<file path="config.mk">
export PLATFORM = sky130hd
export DESIGN_NAME = sppm_coinc_binner
export DESIGN_NICKNAME = d
export VERILOG_FILES = /design/src/rtl/sppm_pkg.sv /design/src/rtl/sppm_bin_chan.sv /design/src/rtl/sppm_coinc_binner.sv
export SDC_FILE = /design/constraint.sdc
export NUM_CORES = 1
export LEC_CHECK = 0
export BUFFER_PORTS_ARGS = -buffer_cell sky130_fd_sc_hd__buf_2
export CAP_MARGIN = 5
export CORE_UTILIZATION = 25
export CTS_CLUSTER_SIZE = 8
export DETAILED_ROUTE_END_ITERATION = 8
export PLACE_DENSITY = 0.5
export SYNTH_ARGS = -nofsm -noshare
export SYNTH_HDL_FRONTEND = slang
export SYNTH_SLANG_ARGS = --single-unit
</file>
<file path="constraint.sdc">
create_clock -name clk -period 14.7 [get_ports clk]
set_clock_uncertainty 0.15 [all_clocks]
set_input_delay 3.675 -clock clk [delete_from_list [all_inputs] [get_ports clk]]
set_output_delay 3.675 -clock clk [all_outputs]
set_load 0.02 [all_outputs]
</file>
<file path="src/rtl/sppm_pkg.sv">
// Shared constants and types for the multi-channel SPPM coincidence binner.
package sppm_pkg;
  localparam int NCH_MAX    = 8;
  localparam int NBINS_MIN  = 4;
  localparam int NBINS_MAX  = 512;
  localparam int WIN_MAX    = 8;
  localparam int HCNT_W     = 10;
  localparam int SPPM_EDGE  = 1;
  localparam int SPPM_LEVEL = 0;

  typedef enum logic {ST_IDLE = 1'b0, ST_READ = 1'b1} sppm_state_e;

  function automatic bit sppm_cfg_ok(int nch, int nbins, int win, int mode);
    return nch >= 1 && nch <= NCH_MAX && nbins >= NBINS_MIN && nbins <= NBINS_MAX &&
           win >= 1 && win <= WIN_MAX && (mode == SPPM_EDGE || mode == SPPM_LEVEL);
  endfunction
endpackage

</file>
<file path="src/rtl/sppm_bin_chan.sv">
// One detector channel: capture vector, hit extraction on hand-over, popcount and
// the forward window OR for the next readout beat.
module sppm_bin_chan
  import sppm_pkg::*;
#(
  parameter int NBINS     = 101,
  parameter int WIN       = 3,
  parameter int EDGE_MODE = SPPM_EDGE,
  parameter int FILL_W    = 7,
  parameter int IDX_W     = 7
) (
  input  logic              clk,
  input  logic              rst_n,
  input  logic              start,
  input  logic              smp_en,
  input  logic [FILL_W-1:0] fill,
  input  logic              din,
  input  logic              load,
  input  logic [IDX_W-1:0]  idx,
  output logic              win,
  output logic [HCNT_W-1:0] cnt
);
  localparam logic [NBINS-1:0] ONE   = NBINS'(1);
  // Window mask saturates to all ones if WIN exceeds the frame length.
  localparam logic [NBINS-1:0] WMASK = (ONE << WIN) - ONE;

  logic [NBINS-1:0]  cap, rd, rd_next, src, samp;
  logic [HCNT_W-1:0] cnt_next;

  assign samp = din ? (ONE << fill) : '0;

  if (EDGE_MODE == SPPM_LEVEL) begin : g_level
    assign rd_next = cap;
  end else begin : g_edge
    // Shift in a 1 below bin 0 so the first bin can never register an edge.
    assign rd_next = cap & ~{cap[NBINS-2:0], 1'b1};
  end

  always_comb begin
    cnt_next = '0;
    for (int k = 0; k < NBINS; k++) cnt_next = cnt_next + HCNT_W'(rd_next[k]);
  end

  // On hand-over the readout register is loaded this same edge, so beat 0
  // is windowed straight from the freshly extracted hits.
  assign src = load ? rd_next : rd;
  assign win = |((src >> idx) & WMASK);

  always_ff @(posedge clk or negedge rst_n) begin
    if (!rst_n) begin
      cap <= '0;
      rd  <= '0;
      cnt <= '0;
    end else begin
      if (start)       cap <= NBINS'(din);
      else if (smp_en) cap <= cap | samp;
      if (load) begin
        rd  <= rd_next;
        cnt <= cnt_next;
      end
    end
  end
endmodule

</file>
<file path="src/rtl/sppm_coinc_binner.sv">
// Multi-channel SPPM frame binner: per-channel capture, hand-over on syn, windowed
// readout stream with cross-channel coincidence and per-frame hit counts.
module sppm_coinc_binner
  import sppm_pkg::*;
#(
  parameter int NCH       = 2,
  parameter int NBINS     = 101,
  parameter int WIN       = 3,
  parameter int EDGE_MODE = 1
) (
  input  logic                       clk,
  input  logic                       rst_n,
  input  logic                       syn,
  input  logic [NCH-1:0]             in,
  output logic                       out_valid,
  output logic [$clog2(NBINS)-1:0]   bin_idx,
  output logic [NCH-1:0]             out_hit,
  output logic                       out_coin,
  output logic                       frame_done,
  output logic                       overrun,
  output logic [NCH*HCNT_W-1:0]      hit_cnt
);
  localparam int IDX_W  = $clog2(NBINS);
  localparam int FILL_W = $clog2(NBINS + 1);
  localparam logic [FILL_W-1:0] FILL_FULL = FILL_W'(NBINS);
  localparam logic [IDX_W-1:0]  LAST_BIN  = IDX_W'(NBINS - 1);

  if (!sppm_cfg_ok(NCH, NBINS, WIN, EDGE_MODE)) begin : g_cfg_bad
    $error("sppm_coinc_binner: parameter out of range");
  end

  sppm_state_e               state;
  logic                      syn_q, have_frame;
  logic                      handover, smp_en, rd_busy, show;
  logic [FILL_W-1:0]         fill;
  logic [IDX_W-1:0]          idx_inc, win_idx;
  logic [NCH-1:0]            win;
  logic [NCH-1:0][HCNT_W-1:0] cnt;

  // syn is registered first: the sample taken on the syn edge still belongs
  // to the closing frame, and the new frame's bin 0 lands one edge later.
  assign handover = syn_q & have_frame;
  assign smp_en   = (fill != FILL_FULL);
  assign rd_busy  = (state == ST_READ) && (bin_idx != LAST_BIN);
  assign show     = handover | rd_busy;
  assign idx_inc  = bin_idx + 1'b1;
  assign win_idx  = handover ? '0 : idx_inc;
  assign hit_cnt  = cnt;

  for (genvar c = 0; c < NCH; c++) begin : g_chan
    sppm_bin_chan #(
      .NBINS(NBINS), .WIN(WIN), .EDGE_MODE(EDGE_MODE), .FILL_W(FILL_W), .IDX_W(IDX_W)
    ) u_chan (
      .clk(clk), .rst_n(rst_n), .start(syn_q), .smp_en(smp_en), .fill(fill),
      .din(in[c]), .load(handover), .idx(win_idx), .win(win[c]), .cnt(cnt[c])
    );
  end

  always_ff @(posedge clk or negedge rst_n) begin
    if (!rst_n) begin
      state      <= ST_IDLE;
      syn_q      <= 1'b0;
      have_frame <= 1'b0;
      fill       <= '0;
      out_valid  <= 1'b0;
      bin_idx    <= '0;
      out_hit    <= '0;
      out_coin   <= 1'b0;
      frame_done <= 1'b0;
      overrun    <= 1'b0;
    end else begin
      syn_q    <= syn;
      out_hit  <= show ? win : '0;
      out_coin <= show & (&win);
      // A readout showing its last beat is complete, so only earlier beats count as aborted.
      overrun  <= handover & (smp_en | rd_busy);

      if (syn_q) begin
        fill       <= FILL_W'(1);
        have_frame <= 1'b1;
      end else if (smp_en) begin
        fill <= fill + 1'b1;
      end

      if (handover) begin
        state      <= ST_READ;
        out_valid  <= 1'b1;
        bin_idx    <= '0;
        frame_done <= 1'b0;
      end else if (rd_busy) begin
        out_valid  <= 1'b1;
        bin_idx    <= idx_inc;
        frame_done <= (idx_inc == LAST_BIN);
      end else begin
        state      <= ST_IDLE;
        out_valid  <= 1'b0;
        bin_idx    <= '0;
        frame_done <= 1'b0;
      end
    end
  end
endmodule

</file>
## Yosys cells after proc, flatten, opt, wreduce, memory -nomap -nowiden

Cells that the tools add are included.

| storage, ports and cells | value |
|---|---|
| input bits | 5 |
| bits in latches | 0 |
| register bits after elaboration | 447 |
| memory bits (read-only) | 0 |
| memories | 0 |
| memory bits (writable) | 0 |
| output and inout bits | 33 |

| cells by class | value |
|---|---|
| multiply operators | 0 |
| reduce and logical (&&, ||, !) cells | 5 |
| multiplexer cells | 20 |
| order comparisons | 0 |
| add/sub/neg operators | 202 |
| div/mod/pow operators | 0 |
| shifts and indexed selects | 3 |
| bitwise gates (word level) | 11 |
| equal/unequal tests | 4 |

Operators with widths:

| cell | count |
|---|---|
| adder 10 x 1 -> 10 bit | 198 |
| two-way mux 101 bit | 8 |
| AND 101 bit | 2 |
| NOT 101 bit | 2 |
| bitwise OR 101 bit | 2 |
| >> shifter 101 x 7 -> 3 bit | 2 |
| << shifter 1 x 7 -> 101 bit, first input constant | 1 |
| two-way mux 7 bit | 5 |
| adder 7 x 1 -> 7 bit, second input constant | 2 |
| inequality test 7 bit, second input constant | 2 |
| equality test 7 bit, second input constant | 1 |
| two-way mux 1 bit | 6 |
| OR reduction 3 bit | 2 |
| adder 1 x 1 -> 2 bit | 2 |
| AND 1 bit | 3 |
| two-way mux 2 bit | 1 |
| inequality test 2 x 1 -> 1 bit, second input constant | 1 |
| bitwise OR 1 bit | 2 |
| AND reduction 2 bit | 1 |
| nonzero test 2 bit | 1 |
| logical AND 1 bit | 1 |

## Logic depth before layout (Yosys ltp)

Gate-level depths: netlist of the first run.

| logic depth | value |
|---|---|
| depth after elaboration | 102 |
| mapped depth | 27 |

## Modules after synthesis

A second synthesis of the first run with hierarchy kept.

| second synthesis, totals | value |
|---|---|
| cells, all modules | 2745 |
| area, all modules | 28204.6 um2 |

By module, submodules not included:

| module | cells each | instances | area an instance (um2) |
|---|---|---|---|
| sppm_bin_chan at g_chan[0].u_chan | 1332 | 1 | 13721.9 |
| sppm_bin_chan at g_chan[1].u_chan | 1317 | 1 | 13464.2 |
| sppm_coinc_binner | 96 | 1 | 1018.5 |

## Worst setup path after synthesis of the first run

No wires, ideal clock.

| timing path | value |
|---|---|
| kind | reg2reg |
| start | register g_chan[0].u_chan.cap[100] |
| end | register g_chan[0].u_chan.cnt[6] |
| library setup time | 0.083 ns |
| setup slack | 7.846 ns |
| clock period less this slack | 6.854 ns |
| required time | 14.467 ns |
| arrival | 6.621 ns |
| path buffers | 0 |
| stages on the path, launching flop included | 27 |
| cell sequence | dfrtp_1 > nor2b_1 > fa_1 > inv_1 > fa_1 > inv_1 > fa_1 > inv_1 > fa_1 > inv_1 > fa_1 > inv_1 > fa_1 > inv_1 > fa_1 > fa_1 > fa_1 > ha_1 > inv_1 > fa_1 > nor2b_1 > o21ai_0 > nand2b_1 > a21o_1 > a21oi_1 > xor2_1 > o21ai_0 |

| on the way | value |
|---|---|
| word-level cells in the longest chain between the ends | 2 |

Ends and longest elaborated chain:

| item | RTL line | RTL |
|---|---|---|
| start, declared | sppm_bin_chan.sv:27 | `logic [NBINS-1:0] cap, rd, rd_next, src, samp;` |
| start signal, assigned | sppm_bin_chan.sv:55 | `if (start) cap <= NBINS'(din);` |
| start signal, assigned | sppm_bin_chan.sv:56 | `else if (smp_en) cap <= cap \| samp;` |
| AND 101 bit | sppm_bin_chan.sv:36 | `assign rd_next = cap & ~{cap[NBINS-2:0], 1'b1};` |
| adder 10 x 1 -> 10 bit | sppm_bin_chan.sv:41 | `for (int k = 0; k < NBINS; k++) cnt_next = cnt_next + HCNT_W'(rd_next[k]);` |
| end signal, assigned | sppm_bin_chan.sv:59 | `cnt <= cnt_next;` |
| end, declared | sppm_bin_chan.sv:21 | `output logic [HCNT_W-1:0] cnt` |

No other way between the ends.
A chain may end at the register's enable or synchronous reset.

## Final worst setup path of the first run

| timing path | value |
|---|---|
| start | register g_chan[0].u_chan.cap[81] |
| end | register g_chan[0].u_chan.cnt[6] |

| on the way | value |
|---|---|
| word-level cells in the longest chain between the ends | 21 |

Ends and longest elaborated chain:

| item | RTL line |
|---|---|
| AND 101 bit * | sppm_bin_chan.sv:36 |
| adder 10 x 1 -> 10 bit / AND 101 bit (equally long branches) | sppm_bin_chan.sv:41, sppm_bin_chan.sv:36 |
| adder 10 x 1 -> 10 bit * (19 in series) | sppm_bin_chan.sv:41 |

Mark *: on every way between the ends. The rest lies on a longest branch, timed or not.

==> results of run 1 <==
-- flip-flops by register name (all words and copies together), names as in the netlist, 2 cells and up --
register           cells
out_hit                2
bin_idx                7
g_chan.u_chan.cnt     16
g_chan.u_chan.rd     202
fill                   7
g_chan.u_chan.cap    202
-- cell type report --
| class | instances | area (um2) | share of cell area [%] |
|---|---|---|---|
| clock buffers | 64 | 1560 | 5.08 |
| multi-input cells | 1997 | 14800 | 48.2 |
| inverters | 222 | 833 | 2.72 |
| well taps | 1476 | 1850 | 6.02 |
| clock inverters | 2 | 23.8 | 0.0775 |
| flip-flops and latches | 443 | 11100 | 36.2 |
| repair buffers | 77 | 543 | 1.77 |
-- critical path: cells and delay by family (launching register included) --
kind / cells / cell delay (ps)
fa+ha+maj: 11 / 5290
compound gates: 4 / 430
buf+inv: 6 / 400
flops: 1 / 380
simple gates: 3 / 430
xor+xnor: 1 / 140
-- metrics by stage --
stage / instance area, um2 / hold WS [ps] / power [uW] / utilization (%) / instances
2_1_floorplan: 27600 / 303 / 1460 / - / 2852
3_3_place_gp: 29100 / 315 / 1610 / 26.7 / 4215
3_5_place_dp: 29100 / 325 / 1610 / 26.7 / 4215
4_1_cts: 30700 / 338 / 2900 / 28.1 / 4281
5_1_grt: 30700 / 346 / 2970 / 28.1 / 4281
6_report: 30700 / 329 / 2880 / 28.1 / 4281
-- cell families after synthesis --
group / Yosys count
muxes: 153
AOI/OAI and AO/OA: 659
other: 1
buffers and inverters: 412
DFF: 443
and+or+nand+nor: 935
adders and majority gates: 223
xor gates and xnor gates: 23
-- power by group through the flow --
| stage | registers [uW] | clock network (uW) | logic [uW] |
|---|---|---|---|
| 2_1_floorplan | 1260 | 0 | 194 |
| 3_3_place_gp | 1270 | 0 | 340 |
| 3_5_place_dp | 1270 | 0 | 340 |
| 4_1_cts | 1250 | 1310 | 341 |
| 5_1_grt | 1250 | 1350 | 364 |
| 6_report | 1250 | 1280 | 343 |
-- worst max path at each step --
stage                                                      to  slack (ps)
after global routing      g_chan[0].u_chan.cnt[6]$_DFFE_PN0P_        7020
after detailed placement  g_chan[0].u_chan.cnt[6]$_DFFE_PN0P_        7370
after floorplan           g_chan[0].u_chan.cnt[6]$_DFFE_PN0P_        7850
after CTS                 g_chan[0].u_chan.cnt[6]$_DFFE_PN0P_        7340
final                     g_chan[0].u_chan.cnt[6]$_DFFE_PN0P_        7360
after global placement    g_chan[0].u_chan.cnt[6]$_DFFE_PN0P_        7430
-- metal layers --
| metal | up-vias | GRT usage [%] | share of wire [%] |
|---|---|---|---|
| li1 | 9480 | - | - |
| met1 | 10900 | 25.5 | 45 |
| met2 | 691 | 28.6 | 46 |
| met3 | 140 | 2.97 | 6.5 |
| met4 | 2 | 4.91 | 2.6 |
| met5 | - | 0 | 0.013 |
-- Yosys cell counts, drive strengths merged, types with 69 or more instances --
cell,instances
clkbuf,96
buf,94
a21oi,251
fa,175
inv,222
nand2,259
nand2b,135
nor2b,105
nor2,291
mux2i,69
dfrtp,443
o21ai,173
==> Implementation_results.wiki, run 1 <==
{| class="wikitable"
! Metric !! Value
|-
| Result of the run || complete, no violations
|-
| Slowest cell on the critical path || sky130_fd_sc_hd__fa_1
|-
| Sequential element share of the synthesized area || 40.1%
|-
| Total of buffers placed on input and output ports || 33
|-
| Number of antenna violations at the first check in global routing || 6
|-
| DRT antenna net count || 0
|-
| Worst vdd ir || 0.0000905 V
|-
| DR vias/cell || 4.96
|-
| PD cells || 93.8 mW/mm2
|-
| Summed negative setup slack over all endpoints || 0 ps
|-
| Total number of H-tree levels || 2
|-
| Clock transition at path regs || 50 ps
|-
| Startpoint of the most critical setup path || g_chan[0].u_chan.cap[81]$_DFFE_PN0P_
|-
| Simple-gate portion of the synthesized area || 16.1%
|-
| Via count || 21200
|-
| Post-Synthesis Cells || 2849
|-
| EDFF count, synth || 0
|-
| Post-synth top flop || sky130_fd_sc_hd__dfrtp_1
|-
| Layout cell share with drive strength beyond 1 || 9.63%
|-
| Largest net degree at the start of global routing || 140
|-
| Maximum Capacitance Violations || 0
|-
| Total routing resource utilization after global routing || 18.1%
|-
| Yosys warning count || 0
|-
| Placer congestion estimate || 0.869
|-
| Synth Area in XOR/XNOR || 0.798%
|-
| Number of fill cells in the layout || 11600
|-
| Estimated wirelength of the detail-placed design || 68500 um
|-
| Startpoint of the worst hold path || g_chan[0].u_chan.cnt[7]$_DFFE_PN0P_
|-
| Critical path peak fanout || 3
|-
| Net switching power figure || 824 uW
|-
| Library cell with the largest summed area after synthesis || sky130_fd_sc_hd__dfrtp_1
|-
| Area share of the largest cell type after synthesis || 40.1%
|-
| Arrival time at the worst endpoint || 7720 ps
|-
| N_diodes || 0
|-
| Most frequent standard cell in the layout excluding fill and tap cells || sky130_fd_sc_hd__dfrtp_1
|-
| Fin. max-slew vios || 0
|-
| Height of the chip || 334 um
|-
| Worst Reg2Reg Path Length in Cells || 25
|-
| Dominant combinational cell family by area after synthesis || simple AND/OR/NAND/NOR gates
|-
| Clock latency on the worst-skew pair || 640 ps
|-
| Hold Vio Cnt, Final || 0
|-
| Root cell of the clock tree || sky130_fd_sc_hd__clkbuf_16
|-
| Average footprint of a synthesized cell || 9.69 um2
|-
| Number of distinct library cells after synthesis || 85
|-
| Element type at the critical path end || flop
|-
| Synth top area cells || sky130_fd_sc_hd__dfrtp_1 40%, sky130_fd_sc_hd__fa_1 13%, sky130_fd_sc_hd__a21oi_1 4.5%, sky130_fd_sc_hd__nor2_1 3.9%, sky130_fd_sc_hd__nand2_1 3.5%
|-
| Routed wirelength normalized by instance count || 23.5 um
|-
| Internal power contribution || 2050 uW
|-
| Ports placed on the boundary || 38
|-
| Synthesized flop and latch total || 443
|-
| Hold Path Stages || 2
|-
| Number of clock sinks seen by CTS || 443
|-
| Reg-to-Reg End || g_chan[0].u_chan.cnt[6]$_DFFE_PN0P_
|-
| Slew of the pin with the lowest slew margin || 1310 ps
|-
| Data required time of the worst path || 15090 ps
|-
| Number of global-route vias before repair || 21400
|-
| Tcrit/Tclk final || 49.9%
|-
| Share of synthesized area spent on multiplexers || 6.76%
|-
| Post-cts hold buffer count || 0
|-
| End point of the most critical hold path || g_chan[0].u_chan.cnt[7]$_DFFE_PN0P_
|-
| Iteration-0 DRC Markers || 1736
|-
| Critical path start-end classification || flop to flop
|-
| Combinational cell fraction of total power || 11.9%
|-
| First-pass GRT wire length || 151000 um
|-
| Rel. slew slack || 12.1%
|-
| Number of instances resized during post-cts repair || 0
|-
| Global-route congestion overflow total || 0
|-
| Clock share of power || 44.6%
|-
| Maximum operating frequency || 136 MHz
|-
| Worst path max stage delay || 570 ps
|-
| Layout Area Growth over Synthesis || 11.1%
|-
| Reg-to-reg critical path startpoint || g_chan[0].u_chan.cap[81]$_DFFE_PN0P_
|-
| Clk buf depth || 3
|-
| Smallest setup slack after layout || 7360 ps
|-
| Setup repair after global routing missed its margin || no
|-
| Leakage power total || 0.0144 uW
|-
| Clock buffers created by TritonCTS || 61
|-
| Clock tree from TritonCTS || done
|-
| Hold Crit Class || flop to flop
|-
| Category of the worst setup path launch point || flop
|-
| Min cycle time layout || 7340 ps
|-
| Share of the synthesized area in compound gates (AO/OA/AOI/OAI) || 14.7%
|-
| Floorplan Core Area || 0.109 mm2
|-
| Detailed Route WL || 101000 um
|-
| FFs w/ async S/R, synth || 100%
|-
| Critical Path Most Common Cell || sky130_fd_sc_hd__fa_1
|-
| Area enclosed by the die boundary || 0.112 mm2
|-
| First-pass DRT Iterations || 5
|-
| Count of nets after finishing || 3030
|-
| Seq pwr share || 43.4%
|-
| Most used cells in the layout excluding fill and tap cells || 441 x sky130_fd_sc_hd__dfrtp_1, 288 x sky130_fd_sc_hd__nor2_1, 257 x sky130_fd_sc_hd__nand2_1, 250 x sky130_fd_sc_hd__a21oi_1, 221 x sky130_fd_sc_hd__inv_1
|-
| Final routed DRC violation total || 0
|-
| Worst setup slack after placement || 7370 ps
|-
| Cell Rows || 121
|-
| Synthesized area || 0.0276 mm2
|-
| Finish-stage setup viols || 0
|-
| Proportion of total power due to net switching || 28.7%
|-
| Slack of the worst reg-to-reg path || 7360 ps
|-
| X dimension of the die || 334 um
|-
| Number of buffers inserted by post-CTS setup repair || 0
|-
| Starting utilization of the core area || 25.3%
|-
| Adder-cell share of the synthesized area || 14.9%
|}
(Power assumes the default switching activity.)
==> run 2, diff against run 1 <==
Settings changed: ABC_AREA set to 1, PLACE_DENSITY 0.5 to 0.51.
Clock period 14.7 ns to 6.25 ns, I/O delays scaled along.
==> run 2 against run 1 <==
Net effect:
- the run now ends with setup timing left
- clock power grew to 2.7 times the previous value
- combinational power rose to 3.2 times the previous value
- area after synthesis rose by 6.0%
- count of clock-buffer cells in the layout up 16
- register-to-register slack worse by 8300 ps
- final cell count rose by 34%
- non-clock buffer count increased by 370
- synthesized cell count grew 37%
- wire length grew 16%
- via count rose by 26%
- hold slack improved by 1.2 ps
- highest routed layer unchanged
==> Implementation_results.wiki, run 2 <==
{| class="wikitable"
! Metric !! Value
|-
| Via count || 26900 (+26%)
|-
| Total of buffers placed on input and output ports || 33 (unchanged)
|-
| Net switching power figure || 2220 uW (+170%)
|-
| Ports placed on the boundary || 38 (unchanged)
|-
| Placed cell area || 0.0335 mm2 (+15%)
|-
| Fin. max-slew vios || 0 (unchanged)
|-
| Hold Vio Cnt, Final || 0 (unchanged)
|-
| Most instantiated library cell after synthesis || sky130_fd_sc_hd__nand2_1
|-
| Leakage power total || 0.0180 uW (+25%)
|-
| Post-cts hold buffer count || 0 (unchanged)
|-
| Clock latency on the worst-skew pair || 610 ps (-30 ps)
|-
| Hold Path Stages || 2 (unchanged)
|-
| Area enclosed by the die boundary || 0.118 mm2 (+5.9%)
|-
| Layout cell share with drive strength beyond 1 || 16.2% (+6.6 points)
|-
| Synthesized flop and latch total || 443 (unchanged)
|-
| Min cycle time layout || 7160 ps (-174 ps)
|-
| PD cells || 209 mW/mm2 (+120%)
|-
| Maximum Capacitance Violations || 0 (unchanged)
|-
| Count of nets after finishing || 4443 (+47%)
|-
| X dimension of the die || 344 um (+2.9%)
|-
| Hold Crit Class || flop to flop
|-
| Combinational cell fraction of total power || 14.6% (+2.7 points)
|-
| Smallest setup slack after layout || -914 ps (-8280 ps)
|-
| Seq pwr share || 39.6% (-3.8 points)
|-
| Area share of the largest cell type after synthesis || 37.9% (-2.3 points)
|-
| Library cell with the largest summed area after synthesis || sky130_fd_sc_hd__dfrtp_1
|-
| Internal power contribution || 5240 uW (+160%)
|-
| Critical path peak fanout || 2 (-1)
|-
| Estimated wirelength of the detail-placed design || 85100 um (+24%)
|-
| Overall power of the completed layout || 7470 uW (+160%)
|-
| Rel. slew slack || 24.7% (+13 points)
|-
| Post-Synthesis Cells || 3900 (+37%)
|-
| Total number of H-tree levels || 3 (+1)
|-
| Arrival time at the worst endpoint || 7520 ps (-200 ps)
|-
| Filler-free cell count of the finished design || 5754 (+34%)
|-
| Number of global-route vias before repair || 26600 (+24%)
|-
| Clock share of power || 45.8% (+1.2 points)
|-
| First-pass DRT Iterations || 6 (+1)
|-
| Setup repair after global routing missed its margin || yes
|-
| DRT antenna net count || 0 (unchanged)
|-
| Largest net degree at the start of global routing || 134 (-4.3%)
|-
| Most frequent standard cell in the layout excluding fill and tap cells || sky130_fd_sc_hd__nand2_1
|-
| First-pass GRT wire length || 175000 um (+16%)
|-
| Clock transition at path regs || 50 ps (about the same)
|-
| Reg-to-Reg End || g_chan[0].u_chan.cnt[6]$_DFFE_PN0P_
|-
| Category of the worst setup path launch point || flop
|-
| Sequential element share of the synthesized area || 37.9% (-2.3 points)
|-
| Yosys warning count || 0 (unchanged)
|-
| List of most frequent post-synthesis cells || 1130 x sky130_fd_sc_hd__nand2_1, 573 x sky130_fd_sc_hd__inv_1, 443 x sky130_fd_sc_hd__dfrtp_1
|-
| Proportion of total power due to net switching || 29.8% (+1.1 points)
|-
| Root cell of the clock tree || sky130_fd_sc_hd__clkbuf_16
|-
| Data required time of the worst path || 6610 ps (-8480 ps)
|-
| Synth top area cells || sky130_fd_sc_hd__dfrtp_1 38%, sky130_fd_sc_hd__nand2_1 14%, sky130_fd_sc_hd__fa_1 12%, sky130_fd_sc_hd__nand3_1 7.4%, sky130_fd_sc_hd__inv_1 7.4%
|-
| Worst vdd ir || 0.000183 V (+100%)
|-
| Slew of the pin with the lowest slew margin || 1130 ps (-183 ps)
|-
| Post-synth top flop || sky130_fd_sc_hd__dfrtp_1
|-
| Global-route congestion overflow total || 0 (unchanged)
|-
| Number of clock sinks seen by CTS || 443 (unchanged)
|-
| Hold slack || 330 ps (+1.20 ps)
|-
| Worst Reg2Reg Path Length in Cells || 27 (+8.0%)
|-
| Element type at the critical path end || flop
|-
| Tcrit/Tclk final || 115% (+65 points)
|-
| Result of the run || finished, violations left
|-
| Final design instance area without fill || 0.0358 mm2 (+17%)
|-
| Clock tree from TritonCTS || done
|-
| Synthesized area || 0.0293 mm2 (+6.0%)
|-
| Worst setup slack after placement || -991 ps (-8370 ps)
|-
| Final routed DRC violation total || 0 (unchanged)
|-
| Number of fill cells in the layout || 12700 (+8.8%)
|-
| Floorplan Core Area || 0.116 mm2 (+6.3%)
|-
| Layout Area Growth over Synthesis || 22.2%
|-
| Number of distinct library cells after synthesis || 43 (-49%)
|-
| Critical path start-end classification || flop to flop
|-
| FFs w/ async S/R, synth || 100% (unchanged)
|-
| EDFF count, synth || 0 (unchanged)
|-
| Clock buffers created by TritonCTS || 66 (+8.2%)
|-
| Startpoint of the worst hold path || g_chan[0].u_chan.rd[99]$_DFF_PN0_
|-
| Detailed Route WL || 117000 um (+16%)
|-
| Number of antenna violations at the first check in global routing || 3 (-3)
|-
| Maximum operating frequency || 140 MHz (+2.4%)
|-
| Average footprint of a synthesized cell || 7.50 um2 (-23%)
|-
| Starting utilization of the core area || 25.2% (-0.083 points)
|-
| Violated checks || setup timing
|-
| DR vias/cell || 4.67 (-5.9%)
|-
| Most used cells in the layout excluding fill and tap cells || 1122 x sky130_fd_sc_hd__nand2_1, 542 x sky130_fd_sc_hd__inv_1, 441 x sky130_fd_sc_hd__dfrtp_1, 431 x sky130_fd_sc_hd__nand3_1, 403 x sky130_fd_sc_hd__buf_4
|-
| Iteration-0 DRC Markers || 2398 (+38%)
|-
| Clk buf depth || 3 (unchanged)
|-
| Biggest registers after layout || g_chan.u_chan.cap x202, g_chan.u_chan.rd x202, g_chan.u_chan.cnt x16
|-
| Routed wirelength normalized by instance count || 20.3 um (-14%)
|-
| Placer congestion estimate || 0.950 (+9.2%)
|-
| Placed cell count || 5651 (+34%)
|-
| Cell Rows || 125 (+3.3%)
|-
| Height of the chip || 344 um (+2.9%)
|-
| Slack of the worst reg-to-reg path || -910 ps (-8280 ps)
|-
| End point of the most critical hold path || g_chan[0].u_chan.rd[99]$_DFF_PN0_
|-
| Finish-stage setup viols || 14 (+14)
|-
| Total routing resource utilization after global routing || 20.0% (+1.8 points)
|-
| Reg-to-reg critical path startpoint || g_chan[0].u_chan.cap[100]$_DFFE_PN0P_
|}
[run 2: changes by cell type after synthesis, sizes merged, moves of 44 or more]
cell    before   now
inv        222   583
o21ai      173   129
mux2        64     0
nand2b     135     0
or2          2    53
nand2      259  1134
mux2i       69     1
nand3       23   432
nor2b      105     0
[run 2: worst max-delay path by stage]
stage                                                endpoint  cells past startpoint  slack (ps)                                  start
after floorplan           g_chan[0].u_chan.cnt[6]$_DFFE_PN0P_                     26        -440   g_chan[0].u_chan.cap[79]$_DFFE_PN0P_
after CTS                 g_chan[0].u_chan.cnt[6]$_DFFE_PN0P_                     27        -950   g_chan[0].u_chan.cap[88]$_DFFE_PN0P_
after global placement    g_chan[1].u_chan.cnt[6]$_DFFE_PN0P_                     27        -940   g_chan[1].u_chan.cap[68]$_DFFE_PN0P_
final                     g_chan[0].u_chan.cnt[6]$_DFFE_PN0P_                     27        -910  g_chan[0].u_chan.cap[100]$_DFFE_PN0P_
after detailed placement  g_chan[1].u_chan.cnt[6]$_DFFE_PN0P_                     24        -990   g_chan[1].u_chan.cap[81]$_DFFE_PN0P_
after global routing      g_chan[0].u_chan.cnt[6]$_DFFE_PN0P_                     27       -1180   g_chan[0].u_chan.cap[76]$_DFFE_PN0P_
[run 2: power groups by stage]
stage	registers (uW)	clock network, uW	logic [uW]
after CTS	2960	3490	1070
after detailed placement	3010	0	1060
after floorplan	3010	0	615
after global placement	3010	0	1060
after global routing	2960	3580	1190
final	2960	3420	1090
[run 2: kinds of logic after synthesis]
logic type      Yosys count  synth area share [%]
simple gates           2007                  29.0
buf+inv                 788                  10.9
flops                   443                  37.9
compound gates          431                  7.95
fa+ha+maj               223                  14.0
xor+xnor                  6                 0.180
other cells               1                0.0128
mux                       1                0.0342
[run 2: metrics by stage]
stage                     TNS [ps]  util, %
after floorplan              -2010        -
after global placement       -9290     28.8
after detailed placement     -9730     28.8
after CTS                   -10130     30.6
after global routing        -12520     30.8
final                        -9270     30.8
[run 2: worst max-delay path, stage by stage (launching register included)]
cell                       delay [ps]
sky130_fd_sc_hd__dfrtp_1          360
sky130_fd_sc_hd__inv_2             60
sky130_fd_sc_hd__nor2_2            50
sky130_fd_sc_hd__fa_1             550
sky130_fd_sc_hd__inv_1             60
sky130_fd_sc_hd__fa_1             540
sky130_fd_sc_hd__inv_2             40
sky130_fd_sc_hd__fa_1             550
sky130_fd_sc_hd__inv_2             40
sky130_fd_sc_hd__fa_1             500
sky130_fd_sc_hd__inv_2             40
sky130_fd_sc_hd__fa_1             580
sky130_fd_sc_hd__inv_1             60
sky130_fd_sc_hd__fa_1             480
sky130_fd_sc_hd__inv_1             50
sky130_fd_sc_hd__fa_2             570
sky130_fd_sc_hd__fa_1             440
sky130_fd_sc_hd__fa_1             560
sky130_fd_sc_hd__ha_4             140
sky130_fd_sc_hd__inv_2             40
sky130_fd_sc_hd__fa_2             390
sky130_fd_sc_hd__o31ai_4          210
sky130_fd_sc_hd__inv_1             80
sky130_fd_sc_hd__nor2_2           130
sky130_fd_sc_hd__nor2_1            50
sky130_fd_sc_hd__o21bai_1         180
sky130_fd_sc_hd__nand2_1           70
sky130_fd_sc_hd__o211ai_1          80
[run 2: timing repair]
| item | 4_1_cts | 5_1_grt |
|---|---|---|
| pin swaps | 47 | 54 |
| setup endpoints to repair | 16 | 16 |
| gates resized for setup | 41 | 69 |
| buffers inserted | 14 | 11 |
[run 2: area by class of cell]
cell class	instances	area, um2	area share [%]
Timing Repair Buffer	447	3370	9.44
Multi-Input combinational cell	2672	15300	42.9
Sequential cell	443	11100	31.0
Clock buffer	80	1840	5.15
Inverter	585	2210	6.17
Tap cell	1524	1910	5.33
Antenna cell	1	2.50	0.00700
Clock inverter	2	13.8	0.0385
[run 2: per-layer routing]
layer | track usage (%) | share of wire (%) | vias to the layer above
li1 | - | - | 12800
met1 | 28.7 | 46 | 13100
met2 | 30.3 | 44 | 833
met3 | 3.28 | 6.5 | 173
met4 | 6.43 | 3.3 | 2
met5 | 0 | 0.010 | -
==> run 3, diff against run 2 <==
Settings changed: SETUP_SLACK_MARGIN set to 0.1.
==> run 3 against run 2 <==
Net effect:
- the run still ends with setup timing left
- count of clock-buffer cells in the layout shrank 2
- wire length is essentially flat
- critical path depth is the same
- core utilization is essentially flat
- register-to-register slack lost 80 ps
- sequential share of layout area is essentially flat
- non-clock buffer count shrank 2
==> Implementation_results.wiki, run 3 (synthesis gave the netlist of run 2 again) <==
{| class="wikitable"
! Metric !! Value
|-
| Area enclosed by the die boundary || 0.118 mm2 (unchanged)
|-
| Root cell of the clock tree || sky130_fd_sc_hd__clkbuf_16
|-
| Rel. slew slack || 26.3% (+1.6 points)
|-
| Placer congestion estimate || 0.978 (+3.0%)
|-
| X dimension of the die || 344 um (unchanged)
|-
| First-pass DRT Iterations || 5 (-1)
|-
| Startpoint of the worst hold path || g_chan[0].u_chan.cnt[0]$_DFFE_PN0P_
|-
| Layout Area Growth over Synthesis || 22.2% (about the same)
|-
| Starting utilization of the core area || 25.2% (unchanged)
|-
| Clock latency on the worst-skew pair || 620 ps (about the same)
|-
| Slowest cell on the critical path || sky130_fd_sc_hd__fa_1
|-
| Detailed Route WL || 117000 um (about the same)
|-
| Arrival time at the worst endpoint || 7610 ps (+90 ps)
|-
| First-pass GRT wire length || 175000 um (-0.24%)
|-
| Reg-to-reg critical path startpoint || g_chan[0].u_chan.cap[80]$_DFFE_PN0P_
|-
| Leakage power total || 0.0180 uW (-0.15%)
|-
| Largest net degree at the start of global routing || 188 (+40%)
|-
| Floorplan Core Area || 0.116 mm2 (unchanged)
|-
| Final routed DRC violation total || 0 (unchanged)
|-
| Biggest registers after layout || g_chan.u_chan.cap x202, g_chan.u_chan.rd x202, g_chan.u_chan.cnt x16
|-
| DR WL met2 || 51600 um (about the same)
|-
| Maximum Capacitance Violations || 0 (unchanged)
|-
| Data required time of the worst path || 6620 ps (about the same)
|-
| Result of the run || finished, violations left
|-
| Total number of H-tree levels || 3 (unchanged)
|-
| Number of antenna violations at the first check in global routing || 5 (+2)
|-
| End point of the most critical hold path || g_chan[0].u_chan.cnt[0]$_DFFE_PN0P_
|-
| Finish-stage setup viols || 14 (unchanged)
|-
| Routed wirelength normalized by instance count || 20.3 um (about the same)
|-
| Critical Path Most Common Cell || sky130_fd_sc_hd__fa_1
|-
| Worst vdd ir || 0.000154 V (-16%)
|-
| Setup repair after global routing missed its margin || yes
|-
| Length of routed wiring on met1 || 53400 um (-0.64%)
|-
| Min cycle time layout || 7240 ps (+80.2 ps)
|-
| Proportion of total power due to net switching || 30.4% (+0.60 points)
|-
| Layout cell share with drive strength beyond 1 || 16.5% (+0.30 points)
|-
| Slack of the worst reg-to-reg path || -990 ps (-80 ps)
|-
| Height of the chip || 344 um (unchanged)
|-
| Element type at the critical path end || flop
|-
| Worst Reg2Reg Path Length in Cells || 27 (unchanged)
|-
| PD cells || 206 mW/mm2 (-1.3%)
|-
| Cell Rows || 125 (unchanged)
|-
| Clock buffers created by TritonCTS || 66 (unchanged)
|-
| Critical path peak fanout || 2 (unchanged)
|-
| Post-cts hold buffer count || 0 (unchanged)
|-
| Net switching power figure || 2240 uW (+0.72%)
|-
| Clock transition at path regs || 50 ps (about the same)
|-
| Combinational cell fraction of total power || 14.8% (+0.2 points)
|-
| Most used cells in the layout excluding fill and tap cells || 1118 x sky130_fd_sc_hd__nand2_1, 529 x sky130_fd_sc_hd__inv_1, 441 x sky130_fd_sc_hd__dfrtp_1, 431 x sky130_fd_sc_hd__nand3_1, 402 x sky130_fd_sc_hd__buf_4
|-
| Category of the worst setup path launch point || flop
|-
| Most frequent standard cell in the layout excluding fill and tap cells || sky130_fd_sc_hd__nand2_1
|-
| Ports placed on the boundary || 38 (unchanged)
|-
| Hold slack || 333 ps (+3.05 ps)
|-
| Top cell family by delay on the critical path || adder cells
|-
| Buffers and inverters on the worst path || 9 (unchanged)
|-
| Hold Path Stages || 2 (unchanged)
|-
| Worst setup slack after placement || -905 ps (+86.2 ps)
|-
| Maximum operating frequency || 138 MHz (-1.1%)
|-
| Tcrit/Tclk final || 116% (+1.3 points)
|-
| Clock share of power || 45.1% (-0.7 points)
|-
| Iteration-0 DRC Markers || 2563 (+6.9%)
|-
| Estimated wirelength of the detail-placed design || 85700 um (+0.76%)
|-
| Uppermost layer routed || met5
|-
| Total routing resource utilization after global routing || 19.9% (-0.034 points)
|-
| Violated checks || setup timing
|-
| Routed length on met3 || 8180 um (+8.6%)
|-
| Clk buf depth || 3 (unchanged)
|-
| Hold Crit Class || flop to flop
|-
| Clock tree from TritonCTS || done
|-
| Fin. max-slew vios || 0 (unchanged)
|-
| Total of buffers placed on input and output ports || 33 (unchanged)
|-
| Worst path max stage delay || 610 ps (+30 ps)
|-
| Utilization after layout || 30.8% (about the same)
|-
| Internal power contribution || 5130 uW (-2.1%)
|-
| DR vias/cell || 4.69 (+0.38%)
|-
| Via count || 27000 (+0.39%)
|-
| DRT antenna net count || 0 (unchanged)
|-
| Global-route congestion overflow total || 0 (unchanged)
|-
| Slew of the pin with the lowest slew margin || 1110 ps (-24.2 ps)
|-
| Placed cell count || 5648 (-0.053%)
|-
| Reg-to-Reg End || g_chan[0].u_chan.cnt[6]$_DFFE_PN0P_
|-
| Number of global-route vias before repair || 26600 (+0.12%)
|-
| Filler-free cell count of the finished design || 5755 (+0.017%)
|-
| Critical path start-end classification || flop to flop
|-
| Seq pwr share || 40.2% (+0.6 points)
|-
| Number of clock sinks seen by CTS || 443 (unchanged)
|-
| Hold Vio Cnt, Final || 0 (unchanged)
|-
| Smallest setup slack after layout || -994 ps (-80.2 ps)
|-
| Count of nets after finishing || 4441 (-0.045%)
|}
## run 3: changes by cell type in the layout (fill, tap and decap cells not counted), sizes merged
cell	delta
inv	+3
buf	-2
clkbuf	-2
clkinv	+2
## run 3: power by group through the flow
stage          Combinational (uW)  Sequential [uW]  Clock [uW]
2_1_floorplan                 615             3010           0
3_3_place_gp                 1060             3010           0
3_5_place_dp                 1060             3010           0
4_1_cts                      1080             2960        3400
5_1_grt                      1190             2970        3500
6_report                     1090             2960        3320
## run 3: worst max-delay path by stage
stage,end,depth (start not counted),start
global route,g_chan[0].u_chan.cnt[6]$_DFFE_PN0P_,27,g_chan[0].u_chan.cap[80]$_DFFE_PN0P_
floorplan,g_chan[0].u_chan.cnt[6]$_DFFE_PN0P_,26,g_chan[0].u_chan.cap[79]$_DFFE_PN0P_
finish,g_chan[0].u_chan.cnt[6]$_DFFE_PN0P_,27,g_chan[0].u_chan.cap[80]$_DFFE_PN0P_
detailed placement,g_chan[0].u_chan.cnt[6]$_DFFE_PN0P_,27,g_chan[0].u_chan.cap[80]$_DFFE_PN0P_
global placement,g_chan[1].u_chan.cnt[6]$_DFFE_PN0P_,27,g_chan[1].u_chan.cap[68]$_DFFE_PN0P_
CTS,g_chan[0].u_chan.cnt[6]$_DFFE_PN0P_,27,g_chan[0].u_chan.cap[96]$_DFFE_PN0P_
## run 3: worst reg2reg max path, cell delays in order (launching register included)
cell and delay (ps):
sky130_fd_sc_hd__dfrtp_1 370, sky130_fd_sc_hd__inv_2 50, sky130_fd_sc_hd__nor2_2 110, sky130_fd_sc_hd__inv_1 60, sky130_fd_sc_hd__fa_1 510, sky130_fd_sc_hd__inv_2 50, sky130_fd_sc_hd__fa_1 530, sky130_fd_sc_hd__inv_1 50
sky130_fd_sc_hd__fa_1 530, sky130_fd_sc_hd__inv_1 80, sky130_fd_sc_hd__fa_1 470, sky130_fd_sc_hd__fa_1 610, sky130_fd_sc_hd__inv_1 70, sky130_fd_sc_hd__fa_2 510, sky130_fd_sc_hd__inv_1 50, sky130_fd_sc_hd__fa_2 560
sky130_fd_sc_hd__fa_1 430, sky130_fd_sc_hd__fa_1 610, sky130_fd_sc_hd__ha_4 150, sky130_fd_sc_hd__inv_2 40, sky130_fd_sc_hd__fa_2 380, sky130_fd_sc_hd__o31ai_4 190, sky130_fd_sc_hd__inv_1 80, sky130_fd_sc_hd__nor2_2 130
sky130_fd_sc_hd__nor2_1 60, sky130_fd_sc_hd__o21bai_1 180, sky130_fd_sc_hd__nand2_1 70, sky130_fd_sc_hd__o211ai_1 90
## run 3: timing repair
item,4_1_cts,5_1_grt
setup buffers,12,14
pin swaps,49,52
endpoints found under the setup margin,16,16
resized for setup,65,56
## run 3: stage by stage
step           setup TNS, ps  instance area, um2  total power, uW
5_1_grt               -12680               35800             7650
2_1_floorplan          -2010               29300             3620
6_report               -9410               35800             7370
3_3_place_gp           -9230               33500             4070
4_1_cts                -8740               35500             7440
3_5_place_dp           -8940               33500             4070
## run 3: final cells by class
| class | count | area, um2 |
|---|---|---|
| fillers | 12700 | 80300 |
| clock buffers | 78 | 1720 |
| clock inverters | 7 | 72.6 |
| diodes | 1 | 2.50 |
| flip-flops and latches | 443 | 11100 |
| inverters | 585 | 2210 |
| repair buffers | 445 | 3400 |
| multi-input cells | 2672 | 15400 |
| well taps | 1524 | 1910 |
## run 3: per-layer routing
metal	global-route usage, %	up-vias
met5	0	-
met4	6.19	4
met3	3.45	170
met2	30.4	857
met1	28.6	13200
li1	-	12800
